File: src/rtl/tmr_vote_monitor.sv
// tmr_vote_monitor
//   Majority voter and health monitor for the three replica outputs of a
//   triplicated state machine. Every cycle the three replica bits are voted,
//   the disagreeing replica (if any) is identified, a saturating mismatch
//   count is kept per replica, and a per-replica persistence FSM separates
//   single-cycle upsets from a replica that keeps disagreeing.
//
// Parameters
//   CNT_W    width of each mismatch counter (saturates at all-ones)
//   PERSIST  consecutive mismatch cycles that declare a replica faulty (1..255)
//
// Ports
//   clk       clock, all state updates on the rising edge
//   rst       synchronous active-high reset (priority over clr and data)
//   inA/B/C   replica bits
//   clr       synchronous clear of counters, run lengths, FSMs and fault flags
//   out       registered majority vote
//   err       registered: a replica disagreed in the sampled cycle
//   errIdx    registered: 0 none, 1 A, 2 B, 3 C
//   cntA/B/C  saturating mismatch counters
//   fault     sticky persistent-fault flags {C,B,A}
//   faultAny  OR of the fault flags, registered with them
module tmr_vote_monitor #(
  parameter int CNT_W   = 8,
  parameter int PERSIST = 4
) (
  input  logic             clk,
  input  logic             rst,
  input  logic             inA,
  input  logic             inB,
  input  logic             inC,
  input  logic             clr,
  output logic             out,
  output logic             err,
  output logic [1:0]       errIdx,
  output logic [CNT_W-1:0] cntA,
  output logic [CNT_W-1:0] cntB,
  output logic [CNT_W-1:0] cntC,
  output logic [2:0]       fault,
  output logic             faultAny
);

  typedef enum logic [1:0] {
    OK      = 2'd0,
    SUSPECT = 2'd1,
    FAULT   = 2'd2
  } repStateT;

  localparam logic [7:0]       PERSIST_V = 8'(PERSIST);
  localparam logic [CNT_W-1:0] CNT_MAX   = {CNT_W{1'b1}};
  localparam logic [CNT_W-1:0] CNT_ONE   = CNT_W'(1);

  // Two-out-of-three majority.
  function automatic logic maj3(input logic a, input logic b, input logic c);
    return (a & b) | (b & c) | (a & c);
  endfunction

  // One-hot mismatch vector to replica index; with 1-bit replicas at most
  // one bit can be set, anything else maps to "none".
  function automatic logic [1:0] encIdx(input logic [2:0] mm);
    case (mm)
      3'b001:  return 2'd1;
      3'b010:  return 2'd2;
      3'b100:  return 2'd3;
      default: return 2'd0;
    endcase
  endfunction

  logic             majS;
  logic [2:0]       mmS;
  repStateT         stateR    [3];
  repStateT         stateNext [3];
  logic [7:0]       runR      [3];
  logic [7:0]       runNext   [3];
  logic [CNT_W-1:0] cntR      [3];
  logic [CNT_W-1:0] cntNext   [3];
  logic [2:0]       faultNext;

  assign majS = maj3(inA, inB, inC);
  assign mmS  = {inC ^ majS, inB ^ majS, inA ^ majS};

  // Next-state, run-length and counter logic for each replica's persistence FSM.
  always_comb begin
    faultNext = 3'b000;
    for (int k = 0; k < 3; k++) begin
      stateNext[k] = stateR[k];
      runNext[k]   = runR[k];
      cntNext[k]   = cntR[k];
      if (clr) begin
        // The mismatch of the clearing cycle is discarded entirely.
        stateNext[k] = OK;
        runNext[k]   = 8'd0;
        cntNext[k]   = {CNT_W{1'b0}};
      end else begin
        if (mmS[k] && (cntR[k] != CNT_MAX)) begin
          cntNext[k] = cntR[k] + CNT_ONE;
        end else begin
          cntNext[k] = cntR[k];
        end
        case (stateR[k])
          OK: begin
            if (mmS[k]) begin
              if (PERSIST_V == 8'd1) begin
                stateNext[k] = FAULT;
                runNext[k]   = 8'd0;
              end else begin
                stateNext[k] = SUSPECT;
                runNext[k]   = 8'd1;
              end
            end else begin
              stateNext[k] = OK;
              runNext[k]   = 8'd0;
            end
          end
          SUSPECT: begin
            if (mmS[k]) begin
              if ((runR[k] + 8'd1) == PERSIST_V) begin
                stateNext[k] = FAULT;
                runNext[k]   = 8'd0;
              end else begin
                stateNext[k] = SUSPECT;
                runNext[k]   = runR[k] + 8'd1;
              end
            end else begin
              // One clean cycle breaks the streak.
              stateNext[k] = OK;
              runNext[k]   = 8'd0;
            end
          end
          FAULT: begin
            stateNext[k] = FAULT;
            runNext[k]   = 8'd0;
          end
          default: begin
            stateNext[k] = OK;
            runNext[k]   = 8'd0;
          end
        endcase
      end
      // Flag tracks the FSM state it will hold after this edge.
      faultNext[k] = (stateNext[k] == FAULT);
    end
  end

  // Persistence FSM state and run-length registers.
  always_ff @(posedge clk) begin
    if (rst) begin
      for (int k = 0; k < 3; k++) begin
        stateR[k] <= OK;
        runR[k]   <= 8'd0;
      end
    end else begin
      for (int k = 0; k < 3; k++) begin
        stateR[k] <= stateNext[k];
        runR[k]   <= runNext[k];
      end
    end
  end

  // Saturating mismatch counters.
  always_ff @(posedge clk) begin
    if (rst) begin
      for (int k = 0; k < 3; k++) begin
        cntR[k] <= {CNT_W{1'b0}};
      end
    end else begin
      for (int k = 0; k < 3; k++) begin
        cntR[k] <= cntNext[k];
      end
    end
  end

  // Registered vote, error report and fault flags; clr leaves the vote path alone.
  always_ff @(posedge clk) begin
    if (rst) begin
      out      <= 1'b0;
      err      <= 1'b0;
      errIdx   <= 2'd0;
      fault    <= 3'b000;
      faultAny <= 1'b0;
    end else begin
      out      <= majS;
      err      <= |mmS;
      errIdx   <= encIdx(mmS);
      fault    <= faultNext;
      faultAny <= |faultNext;
    end
  end

  assign cntA = cntR[0];
  assign cntB = cntR[1];
  assign cntC = cntR[2];

endmodule

File: config.mk
export PLATFORM = sky130hd
export DESIGN_NAME = tmr_vote_monitor
export DESIGN_NICKNAME = d
export VERILOG_FILES = /design/src/rtl/tmr_vote_monitor.sv
export SDC_FILE = /design/constraint.sdc
export NUM_CORES = 1
export LEC_CHECK = 0
export BUFFER_PORTS_ARGS = -buffer_cell sky130_fd_sc_hd__buf_2
export CORE_MARGIN = 4
export CORE_UTILIZATION = 45
export DETAILED_ROUTE_END_ITERATION = 16
export HOLD_SLACK_MARGIN = 0.06
export PLACE_DENSITY = 0.62
export SLEW_MARGIN = 20
export SYNTH_ARGS = -nofsm -noshare
export SYNTH_HDL_FRONTEND = slang
export SYNTH_SLANG_ARGS = --single-unit
File: constraint.sdc
create_clock -name clk -period 2.2 [get_ports clk]
set_input_delay 0.33 -clock clk [delete_from_list [all_inputs] [get_ports clk]]
set_output_delay 0.33 -clock clk [all_outputs]
set_load 0.05 [all_outputs]
-- Yosys cells after proc, flatten, opt, wreduce, memory -nomap -nowiden
Memories as Yosys holds them, arrays and structs flattened.
Index checks and enable logic that the tools add are counted.
- register bits: 8
- word-level logic and storage cells: 106
- memories: 3
- bits in writable memories: 54
- input port bits: 6
- output and inout bits: 32
- reduce and logical (&&, ||, !) cells: 8
- equal/unequal tests: 18
- multiplexer cells: 49
- $add $sub $neg: 6
- bitwise logic cells: 17
- memory list (memory ; depth ; bits a word ; read ports ; clocked after Yosys merged registers in ; wr ports ; line ; source):
    cntR ; 3 ; 8 ; 3 ; 0 ; 3 ; 75 ; logic [CNT_W-1:0] cntR [3];
    runR ; 3 ; 8 ; 3 ; 0 ; 3 ; 73 ; logic [7:0] runR [3];
    stateR ; 3 ; 2 ; 3 ; 0 ; 3 ; 71 ; repStateT stateR [3];
- operators by type and width (operator ; count):
    8-bit two-way mux ; 21
    8-bit by 1-bit adder with 8-bit output, second input constant ; 6
    8-bit case mux with 2 select lines ; 3
    8-bit by 3-bit == test with 1-bit output, second input constant ; 3
    2-bit two-way mux ; 12
    8-bit != test, second input constant ; 3
    2-bit case mux with 3 select lines ; 4
    2-bit == test, second input constant ; 6
    1-bit OR ; 11
    1-bit two-way mux ; 9
    2-bit by 1-bit == test with 1-bit output, second input constant ; 3
    2-bit zero test ; 3
    3-bit OR reduction ; 2
    1-bit bitwise AND ; 3
    3-bit by 1-bit == test with 1-bit output, second input constant ; 1
    3-bit by 2-bit == test with 1-bit output, second input constant ; 1
    3-bit == test, second input constant ; 1
    1-bit logical AND ; 3
    1-bit bitwise XOR ; 3

-- Depth between registers and ports, before layout
- word-level depth: 9
- mapped depth: 6
- mapped depth without buffers: 5

-- Worst setup path before layout
No wires, ideal clock.
- path kind: input to register
- from: in inA
- to: mem runR[1][1], in the netlist runR[0][9]
- data required time: 2.127 ns
- buffers on the path: 1
- slack: 0.320 ns
- library setup time: 0.073 ns
- data arrival time: 1.808 ns
- stages: 6
- cells stage by stage: ha_1 -> nor4b_4 -> nor2_2 -> or4b_4 -> buf_6 -> nor3b_2
- RTL lines (what ; line ; source):
    start, declared ; 29 ; input logic inA,
    end, declared ; 73 ;

==> flow_metrics.py <==
metrics = {
    "synthesis": {
        "syn_inst": 296,
        "ys_seq_area_share_pct": 45.48,
        "synthArstFlopShare_pct": 0,
        "syn_area_per_cell_um2": 9.219,
        "yosys.area.top_type": "dfxtp_1",
        "synth_top_cell_area_share_pct": 45.48,
        "syn_nets": 309,
        "yosysWarnings": 0,
        "synth_edf_count": 0,
        "yosysUniqueCellTypes": 52,
        "ys.flop_type": "dfxtp_1",
        "syn_area_um2": 2729,
        "synth_area_leaders": "dfxtp_1, nor2_1, nand3_1, xor2_1, ha_1",
        "ys_ff_latch": 62,
    },
    "drt": {
        "detail_route.iter0.violations": 83,
        "routed_wl_mm": 5.693,
        "dr.pass1.iters": 4,
        "wire_per_inst_um": 13.40,
        "via_count": 2351,
        "drc": 0,
        "ant_nets": 0,
        "via_per_inst": 5.532,
    },
    "floorplanning": {
        "ioPinCount": 38,
        "die-area_um2": 7374,
        "coreArea_um2": 5886,
        "die_x_um": 85.87,
        "die_h_um": 85.87,
        "start_util_pct": 46.36,
        "rows": 28,
    },
    "timing": {
        "post-route-min-period_ps": 1929,
        "fmax_ghz": 0.5183,
        "setup-tns-final_ps": 0,
        "rsz0062_at_grt": "false",
        "hold_viol_final": 0,
        "holdWs_ps": 227.2,
        "worst_pin_slew_ps": 429.5,
        "slew_headroom_pct": 71.34,
        "finalCritPeriodShare_pct": 87.70,
        "fin_skew_ps": 9.250,
        "drv_slew": 0,
        "setup_viol": 0,
    },
    "cts": {
        "clk_path_buf_depth": 2,
        "cts-root-buf": "clkbuf_8",
        "cts_max_level": 3,
        "cts_hold_buf": 0,
        "clock-sinks": 62,
        "postCtsSetupRepairBufs": 0,
        "cts_resized": 0,
        "clkSlewWorstSetupHoldPaths_ps": 70,
        "cts_tree": "yes",
        "cts_buffers": 9,
        "worstSkewPairLatency_ps": 340,
    },
    "pwr": {
        "pwr_density_cell_nw_per_um2": 687.4,
        "ir_worst_vdd_v": 0.0003191,
        "total_power_mw": 2.214,
        "leakagePower_nw": 1.219,
    },
    "flow_run": {
        "maxCapViolCount": 0,
    },
    "grt": {
        "grt_overflow": 0,
        "grt_pass1_wl_mm": 9.632,
        "grt_pass1_vias": 2102,
        "antenna_found_initial": 0,
        "grt_max_degree": 16,
        "track_usage_pct": 16.75,
    },
    "setup_path": {
        "crit_buf_inv": 1,
        "cp.required_ps": 2430,
        "critPathKind": "reg2reg",
        "cp.arrival_ps": 2160,
        "max_stage_delay_ps": 460,
        "crit_slowest_cell": "or4b_1",
        "cp-start-kind": "flop",
        "cp_top_family": "simple AND/OR/NAND/NOR gates",
        "critPathMaxFanout": 5,
        "path_cells": "ha_1, or4b_1, nor4_2, buf_4, o21ai_0, and3_1",
        "end_kind": "flop",
    },
    "cells_and_area": {
        "drive_gt1_share_pct": 20.00,
        "area.growth.synth_to_final_pct": 18.02,
        "antenna_cells": 0,
        "finalNetCount": 358,
        "fillCellCount": 557,
    },
    "placed_design": {
        "gp_congestion": 0.8066,
        "io_buffer_count": 37,
        "dp.final_hpwl_mm": 4.065,
    },
    "outcome": {
        "status": "finished, final reports clean",
    },
    "hold_path": {
        "hp-class": "in2reg",
    },
}
==> where the power goes <==
part / internal, mW / switching [mW]
clock network: 0.497 / 0.428
logic: 0.0428 / 0.0978
registers: 1.14 / 0.0114
total: 1.68 / 0.537
==> worst register-to-register path, delay by kind of cell (launching register included) <==
family / cells / cell delay [ps]
fa+ha+maj: 1 / 260
simple gates: 3 / 890
flops: 1 / 410
buf+inv: 1 / 190
compound gates: 1 / 70
==> layout by cell type (no fill, tap or decap), types with 8 or more instances in the layout <==
| cell type | instances |
|---|---|
| o21ai_0 | 13 |
| xor2_1 | 12 |
| dfxtp_1 | 62 |
| nor3_1 | 12 |
| nand2_1 | 14 |
| buf_4 | 8 |
| a21oi_1 | 14 |
| clkbuf_8 | 12 |
| nand3_1 | 22 |
| nor2_1 | 30 |
| buf_2 | 37 |
| and3_1 | 9 |
==> synth_stat cells, types with 2 or more instances <==
library cell / number
or2_2: 3
o31ai_1: 7
a31oi_1: 4
nor3b_1: 2
dfxtp_1: 62
nand2_1: 14
clkbuf_1: 4
nor2_1: 30
nor4b_1: 2
or4_1: 6
xnor2_1: 7
nor4_1: 3
and3_1: 9
o211ai_1: 5
o21ai_0: 13
o21a_1: 2
nor3_1: 12
nand3_1: 22
a211oi_1: 2
inv_1: 5
a21oi_1: 14
nor2b_1: 2
xor2_1: 12
buf_1: 2
nand4_1: 5
o41ai_1: 2
nand2b_1: 3
a2111oi_0: 2
and4_1: 4
or3_1: 6
a41oi_1: 2
o311ai_0: 2
ha_1: 7
==> kinds of logic (layout without fill, tap and decap cells) <==
| group | after synthesis | count (layout) | synth area share (%) |
|---|---|---|---|
| compound gates | 62 | 62 | 15.22 |
| simple gates | 133 | 133 | 27.69 |
| buf+inv | 12 | 66 | 1.926 |
| xor+xnor | 19 | 19 | 6.098 |
| fa+ha+maj | 7 | 7 | 3.209 |
| flops | 62 | 62 | 45.48 |
| mux | 1 | 1 | 0.3668 |
==> stage by stage <==
| step | setup slack, ps | instance area, µm² | utilization (%) | cells |
|---|---|---|---|---|
| after floorplan | 319.7 | 2729 | - | 296 |
| after global placement | 114.3 | 3034 | 51.55 | 409 |
| after CTS | 263.9 | 3221 | 54.72 | 425 |
| after detailed placement | 84.75 | 3034 | 51.55 | 409 |
| final | 270.7 | 3221 | 54.72 | 425 |
| after global routing | 80.06 | 3221 | 54.72 | 425 |
==> flip-flops by register name (all words and copies together) (netlist names) <==
name / cells
err: 1
faultAny: 1
runR: 24
cntR: 24
out: 1
fault: 3
stateR: 6
errIdx: 2
==> routing by layer <==
| metal | wire length (µm) | GRT usage, % | vias up |
|---|---|---|---|
| li1 | - | - | 1209 |
| met1 | 2880 | 21.81 | 1086 |
| met2 | 2433 | 24.67 | 46 |
| met3 | 246 | 5.187 | 10 |
| met4 | 133 | 9.065 | 0 |
| met5 | 0 | 0 | - |
==> cell type report <==
| type | count | area, µm² | share of cell area, % |
|---|---|---|---|
| multi-input combinational | 222 | 1435 | 44.56 |
| sequential | 62 | 1241 | 38.54 |
| timing repair buffer | 45 | 245.2 | 7.615 |
| clock buffer | 13 | 168.9 | 5.245 |
| tap | 75 | 93.84 | 2.914 |
| inverter | 5 | 18.77 | 0.5828 |
| clock inverter | 3 | 17.52 | 0.5439 |
==> final timing paths <==
check                               endpoint  cells after the start          from  slack (ps)
worst min-delay path               errIdx[0]                      2           rst         230
worst min register to register  stateR[0][4]                      1  stateR[0][5]         430
worst max-delay path              runR[0][0]                      6    runR[0][0]         270
worst max register to register    runR[0][0]                      6    runR[0][0]         270
Note: power is estimated with default switching activity, not from simulation.
